--- config.mk ---
export PLATFORM = sky130hd
export DESIGN_NAME = exec_checkpoint_monitor
export DESIGN_NICKNAME = d
export VERILOG_FILES = /design/src/rtl/exec_checkpoint_monitor.sv
export SDC_FILE = /design/constraint.sdc
export NUM_CORES = 1
export LEC_CHECK = 0
export BUFFER_PORTS_ARGS = -buffer_cell sky130_fd_sc_hd__buf_4
export CORE_MARGIN = 5
export CORE_UTILIZATION = 61
export CTS_CLUSTER_SIZE = 30
export DETAILED_ROUTE_END_ITERATION = 10
export GPL_TIMING_DRIVEN = 1
export PLACE_DENSITY = 0.84
export SLEW_MARGIN = 20
export SYNTH_ARGS = -nofsm -noshare
export SYNTH_HDL_FRONTEND = slang
export SYNTH_SLANG_ARGS = --single-unit
--- constraint.sdc ---
create_clock -name clk -period 19.2 [get_ports clk]
set_input_delay 3.84 -clock clk [delete_from_list [all_inputs] [get_ports clk]]
set_output_delay 3.84 -clock clk [all_outputs]
set_load 0.02 [all_outputs]
--- src/rtl/exec_checkpoint_monitor.sv ---
// Execution checkpoint monitor: tracks the core PC and register-file write port against an ordered table of checkpoints.
// Latency: a trigger in cycle k updates state at the edge that ends cycle k, so done/pass are visible in cycle k+1.
// Backpressure: none. The block only observes the core and never stalls it. Table writes are dropped while a run is active.
// Ports:
//   clk, reset          rising-edge clock; asynchronous active-high reset that clears state, shadow registers and table
//   start               one-cycle pulse; starts a run from IDLE or any terminal state
//   PC, RegWrite, WA3,  observed core program counter and register-file write port
//   WD3
//   cfg_*               checkpoint table write port (cfg_we strobe, cfg_idx entry, pc/reg/src/val/mask/final fields)
//   done, pass, timeout run status: done covers pass, fail and timeout
//   fail_idx            index of the mismatching check, or of the check still pending at timeout
//   check_ptr           index of the checkpoint currently armed
//   cycle_count         cycles spent in RUN, saturating at 16'hFFFF
module exec_checkpoint_monitor #(
  parameter int DATA_WIDTH = 32,
  parameter int NUM_CHECKS = 4,
  parameter int NREGS      = 15,
  parameter int MAX_CYCLES = 1024,
  parameter int IDX_W      = $clog2(NUM_CHECKS)
) (
  input  logic                  clk,
  input  logic                  reset,
  input  logic                  start,
  input  logic [DATA_WIDTH-1:0] PC,
  input  logic                  RegWrite,
  input  logic [3:0]            WA3,
  input  logic [DATA_WIDTH-1:0] WD3,
  input  logic                  cfg_we,
  input  logic [IDX_W-1:0]      cfg_idx,
  input  logic [DATA_WIDTH-1:0] cfg_pc,
  input  logic [3:0]            cfg_reg,
  input  logic                  cfg_src,
  input  logic [DATA_WIDTH-1:0] cfg_val,
  input  logic [DATA_WIDTH-1:0] cfg_mask,
  input  logic                  cfg_final,
  output logic                  done,
  output logic                  pass,
  output logic                  timeout,
  output logic [IDX_W-1:0]      fail_idx,
  output logic [IDX_W-1:0]      check_ptr,
  output logic [15:0]           cycle_count
);

  typedef enum logic [2:0] {IDLE, RUN, PASS, FAIL, TIMEOUT} stateT;

  localparam logic [15:0]      LAST_CYCLE   = 16'(MAX_CYCLES - 1);
  localparam logic [IDX_W-1:0] LAST_IDX     = IDX_W'(NUM_CHECKS - 1);
  localparam logic [IDX_W:0]   NUM_CHECKS_W = (IDX_W + 1)'(NUM_CHECKS);
  localparam logic [4:0]       NREGS_W      = 5'(NREGS);

  stateT state, nextState;
  logic [IDX_W-1:0] nextPtr;
  logic [IDX_W-1:0] nextFailIdx;
  logic [15:0]      nextCount;

  // Checkpoint table. Only the valid bits need a reset, because an entry is never used until it has been written.
  logic [DATA_WIDTH-1:0] tabPc   [NUM_CHECKS];
  logic [DATA_WIDTH-1:0] tabVal  [NUM_CHECKS];
  logic [DATA_WIDTH-1:0] tabMask [NUM_CHECKS];
  logic [3:0]            tabReg  [NUM_CHECKS];
  logic [NUM_CHECKS-1:0] tabSrc;
  logic [NUM_CHECKS-1:0] tabFinal;
  logic [NUM_CHECKS-1:0] tabValid;

  logic [DATA_WIDTH-1:0] shadow [NREGS];

  logic cfgAccept;
  assign cfgAccept = cfg_we && (state != RUN) && ({1'b0, cfg_idx} < NUM_CHECKS_W);

  always_ff @(posedge clk or posedge reset) begin
    if (reset) begin
      tabValid <= '0;
    end else if (cfgAccept) begin
      tabValid[cfg_idx] <= 1'b1;
    end
  end

  always_ff @(posedge clk) begin
    if (cfgAccept) begin
      tabPc[cfg_idx]    <= cfg_pc;
      tabVal[cfg_idx]   <= cfg_val;
      tabMask[cfg_idx]  <= cfg_mask;
      tabReg[cfg_idx]   <= cfg_reg;
      tabSrc[cfg_idx]   <= cfg_src;
      tabFinal[cfg_idx] <= cfg_final;
    end
  end

  // The shadow copy of the core register file tracks writes in every state, so values written before a run starts are still visible to checks.
  always_ff @(posedge clk or posedge reset) begin
    if (reset) begin
      for (int i = 0; i < NREGS; i++) begin
        shadow[i] <= '0;
      end
    end else if (RegWrite && ({1'b0, WA3} < NREGS_W)) begin
      shadow[WA3] <= WD3;
    end
  end

  // Evaluate the armed entry. Reading the shadow array here returns the value held before this cycle's write, because the write lands at the coming edge.
  logic [3:0]            regSel;
  logic [DATA_WIDTH-1:0] shadowRd;
  logic [DATA_WIDTH-1:0] observed;
  logic                  entValid;
  logic                  trigger;
  logic                  entMatch;

  assign regSel   = tabReg[check_ptr];
  assign shadowRd = ({1'b0, regSel} < NREGS_W) ? shadow[regSel] : '0;
  assign observed = tabSrc[check_ptr] ? WD3 : shadowRd;
  assign entValid = tabValid[check_ptr];
  assign trigger  = entValid && (PC == tabPc[check_ptr]);
  // A write-data check compares nothing unless the core is actually writing, so a missing write counts as a mismatch.
  assign entMatch = (((observed ^ tabVal[check_ptr]) & tabMask[check_ptr]) == '0) &&
                    (!tabSrc[check_ptr] || RegWrite);

  always_ff @(posedge clk or posedge reset) begin
    if (reset) begin
      state       <= IDLE;
      check_ptr   <= '0;
      fail_idx    <= '0;
      cycle_count <= '0;
    end else begin
      state       <= nextState;
      check_ptr   <= nextPtr;
      fail_idx    <= nextFailIdx;
      cycle_count <= nextCount;
    end
  end

  always_comb begin
    nextState   = state;
    nextPtr     = check_ptr;
    nextFailIdx = fail_idx;
    nextCount   = cycle_count;
    case (state)
      RUN: begin
        if (cycle_count != 16'hFFFF) begin
          nextCount = cycle_count + 16'd1;
        end
        // A trigger outranks budget expiry in the same cycle. An unprogrammed entry means every configured check has already passed.
        if (!entValid) begin
          nextState = PASS;
        end else if (trigger) begin
          if (entMatch) begin
            if (tabFinal[check_ptr] || (check_ptr == LAST_IDX)) begin
              nextState = PASS;
            end else begin
              nextPtr = check_ptr + IDX_W'(1);
            end
          end else begin
            nextState   = FAIL;
            nextFailIdx = check_ptr;
          end
        end else if (cycle_count == LAST_CYCLE) begin
          nextState   = TIMEOUT;
          nextFailIdx = check_ptr;
        end
      end
      default: begin
        if (start) begin
          nextState   = RUN;
          nextPtr     = '0;
          nextFailIdx = '0;
          nextCount   = '0;
        end
      end
    endcase
  end

  assign done    = (state == PASS) || (state == FAIL) || (state == TIMEOUT);
  assign pass    = (state == PASS);
  assign timeout = (state == TIMEOUT);

endmodule

==> impl_summary.log <==
[metrics] initial antenna violation count: 10
[metrics] gate count after technology mapping: ~2,600
[metrics] Peak Freq: 150 MHz
[metrics] setup total negative slack: 0 ns
[metrics] Layout Area Growth over Synthesis: 13.5%
[metrics] total internal power: 0.00378 W
[metrics] final cell utilization of the core: 0.697
[metrics] most repeated cell in the gate-level netlist after synthesis: sky130_fd_sc_hd__mux2_2
[metrics] antenna violation net count after detailed routing: 0
[metrics] Post-CTS Hold Buffers: 0
[metrics] remaining max-slew budget at the tightest pin: 0.251
[metrics] setup bufs post-CTS: 0
[metrics] total global-route track usage: 0.299
[metrics] standard-cell rows: 94
[metrics] share of the synthesized area in the top cell type: 0.315
[metrics] kind of start point of the critical path: flop
[metrics] power share of the clock group: 0.359
[metrics] per-cell via count in the routed design: 6.64
[metrics] worst path required time: 19.75 ns
[metrics] met3 wire length: 10,500 um
[metrics] Resized cells post-CTS: 0
[metrics] worst clock skew: about 0.043 ns
[metrics] net count after synthesis: 2,775
[metrics] flop and latch count out of synthesis: slightly above 900
[metrics] Final min period: 6.65 ns
[metrics] maximum number of pins on one net before global-route repair: 152
[metrics] distinct cell type count of the synthesized netlist: between 70 and 80
[metrics] count of final hold-check violations: 0
[metrics] RSZ-0062 raised after global routing: no
[metrics] average instance area after synthesis: ~16 um2
[metrics] layout cells sized above 1: 0.374
[metrics] final weighted congestion in routability-driven placement: between 0.9 and 1
[metrics] switching share of total power: 0.256
[metrics] critical-path maximum fanout: 49
[metrics] transition at the pin with the smallest max-transition slack: around 1.1 ns
[metrics] TritonCTS clock tree: done
[metrics] clock sink count: 915
[metrics] Net Switching: 0.00130 W
[metrics] uppermost signal routing layer after detailed routing: met5
[metrics] total count of max-transition violations in the final report: 0
[metrics] sequential fraction of design power: 0.496
[metrics] Setup-failing EPs final: 0
[metrics] crit share post-route: 0.347
[metrics] TritonRoute pass-1 iters: 6
[metrics] fin nets: 2,938
[metrics] final non-filler cell area: 0.0458 mm2
[metrics] Floorplan Core Area: around 0.066 mm2
[metrics] Post-DP HPWL: 65,000 um
[metrics] via count: 24,600
[metrics] number of enable flip-flop cells after synthesis: 408
[metrics] iteration-0 DRC count of the detailed router: between 2,000 and 3,000
[metrics] proportion of synthesized flip-flops having asynchronous set or reset: 0.554
[metrics] Max rail drop VDD: 0.0929 mV
[metrics] dominant cell type by area after synthesis: sky130_fd_sc_hd__dfrtp_1
[metrics] root buffer cell: sky130_fd_sc_hd__clkbuf_16
[metrics] Die Footprint: 0.0713 mm2
[metrics] outcome: completed
[metrics] share of total power in combinational logic: 0.145
[metrics] wire length on met2: between 50,000 and 60,000 um
[metrics] M1 wire length: 40,700 um
[metrics] Port Buffers: around 200
[metrics] top cell types by occurrence after synthesis: 512 x sky130_fd_sc_hd__mux2_2, 507 x sky130_fd_sc_hd__dfrtp_1, 408 x sky130_fd_sc_hd__edfxtp_1
[metrics] power density normalized to cell area: 111 mW/mm2
[metrics] data arrival time of the worst path: 7.20 ns
[metrics] initial core utilization: 0.614
[metrics] most instantiated flip-flop cell in the synthesis netlist: sky130_fd_sc_hd__dfrtp_1
[metrics] Critical Path End Type: flop
[metrics] Syn Std Cell Area: 0.0403 mm2
[metrics] die span in y: between 200 and 300 um
[metrics] global-route wire length before repair: 161,000 um
[metrics] reg-to-reg setup timing slack: between 10 and 15 ns
[metrics] critical path start-end classification: flop to flop
[metrics] H-tree depth: 3
[metrics] clock latency at the later pin of the worst-skew pair: 0.66 ns
[metrics] DIE WIDTH: 267 um
[metrics] path class of the lowest-slack min-delay path: flop to flop
[metrics] maximum clock insertion buffer count: 3
[metrics] DRC violations left: 0
[metrics] top-level I/O count: 200
[metrics] Total Routed Length: about 110,000 um
[metrics] placed standard-cell area: 0.0426 mm2
[metrics] Avg WL per Cell: 28.9 um
[metrics] total overflow reported by the global router: 0
[metrics] total CTS buffers: 92
[metrics] proportion of synthesized chip area in sequential cells: 0.619
[metrics] cell types occupying the most area after synthesis: sky130_fd_sc_hd__dfrtp_1 31%, sky130_fd_sc_hd__edfxtp_1 30%, sky130_fd_sc_hd__mux2_2 14%
[metrics] max capacitance violation total: 0
[metrics] standby leakage power: 17.9 nW
[metrics] clock transition at the registers of the reported paths: 0.06 ns
[metrics] synth warn: 0
[metrics] vias in the first global route: approximately 26,000
==> path summary, 6_finish.rpt <==
path | from | to | cells after the start
setup / recovery | check_ptr[1] | state[1] | 12
hold / removal | tabValid[1] | tabValid[1] | 1
setup reg to reg | check_ptr[1] | state[1] | 12
hold reg to reg | tabValid[1] | tabValid[1] | 1
max in group asynchronous | reset | shadow[233] | 5
min in group asynchronous | reset | shadow[280] | 2
==> registers in the layout (all words and copies together), names as in the netlist <==
| name | flops |
|---|---|
| fail_idx | 2 |
| tabSrc | 4 |
| cycle_count | 16 |
| tabReg | 16 |
| check_ptr | 2 |
| state | 3 |
| tabValid | 4 |
| tabFinal | 4 |
| tabMask | 128 |
| shadow | 480 |
| tabVal | 128 |
| tabPc | 128 |
==> through the flow <==
step                cells  power [W]  setup slack (ns)  hold WS (ns)
global placement     3528    0.00321             12.13         0.448
finish               3707    0.00508             12.55         0.471
global route         3704    0.00527             12.42         0.497
CTS                  3698    0.00509             12.66         0.469
floorplan            2596    0.00303              1.20         0.434
detailed placement   3528    0.00327             12.13         0.455
==> layout by cell type, fill, tap and decap left out, drive strengths merged, types with 32 or more instances in the layout <==
master / instances
mux2i: 214
clkbuf: 128
nand2: 110
edfxtp: 408
clkinv: 32
nor2: 67
mux2: 515
xnor2: 36
nand3: 35
buf: 250
o21ai: 48
mux4: 112
dfrtp: 507
==> area by class of cell <==
class | instances | area (um2)
flip-flops and latches | 915 | 24900
fillers | 4054 | 19900
multi-input cells | 1484 | 14600
clock buffers | 128 | 2610
repair buffers | 250 | 1900
well taps | 864 | 1080
clock inverters | 42 | 533
inverters | 16 | 72.6
diodes | 8 | 20.0
==> logic make-up after synthesis <==
| family | count (synthesis) | synth area share |
|---|---|---|
| xor+xnor | 50 | 0.0109 |
| flops | 915 | 0.619 |
| buf+inv | 197 | 0.0221 |
| simple gates | 343 | 0.0424 |
| fa+ha+maj | 2 | 0.000621 |
| mux | 841 | 0.260 |
| compound gates | 248 | 0.0454 |
==> worst max-delay path, stage by stage (launching register included) <==
cell	delay, ns
sky130_fd_sc_hd__dfrtp_4	0.74
sky130_fd_sc_hd__mux4_4	1.07
sky130_fd_sc_hd__buf_4	0.75
sky130_fd_sc_hd__and2b_1	0.67
sky130_fd_sc_hd__buf_4	0.38
sky130_fd_sc_hd__a221o_1	0.18
sky130_fd_sc_hd__o311ai_0	0.34
sky130_fd_sc_hd__o2bb2ai_1	0.24
sky130_fd_sc_hd__or4b_1	0.56
sky130_fd_sc_hd__a2111o_1	0.34
sky130_fd_sc_hd__a2111o_1	0.49
sky130_fd_sc_hd__or4_4	0.48
sky130_fd_sc_hd__a22o_1	0.21
==> per-layer routing <==
metal	track usage	vias to the layer above
met2	0.466	1296
met5	0	-
met4	0.138	2
li1	-	10300
met3	0.0822	316
met1	0.400	12700
==> power by group through the flow <==
stage / Clock [W] / Sequential (W) / Combinational, W
after floorplan: 0 / 0.00252 / 0.000514
final: 0.00183 / 0.00252 / 0.000735
after CTS: 0.00184 / 0.00251 / 0.000731
after global routing: 0.00193 / 0.00255 / 0.000794
after detailed placement: 0 / 0.00255 / 0.000722
after global placement: 0 / 0.00252 / 0.000689
No activity file was read; power rests on OpenSTA's default activity.
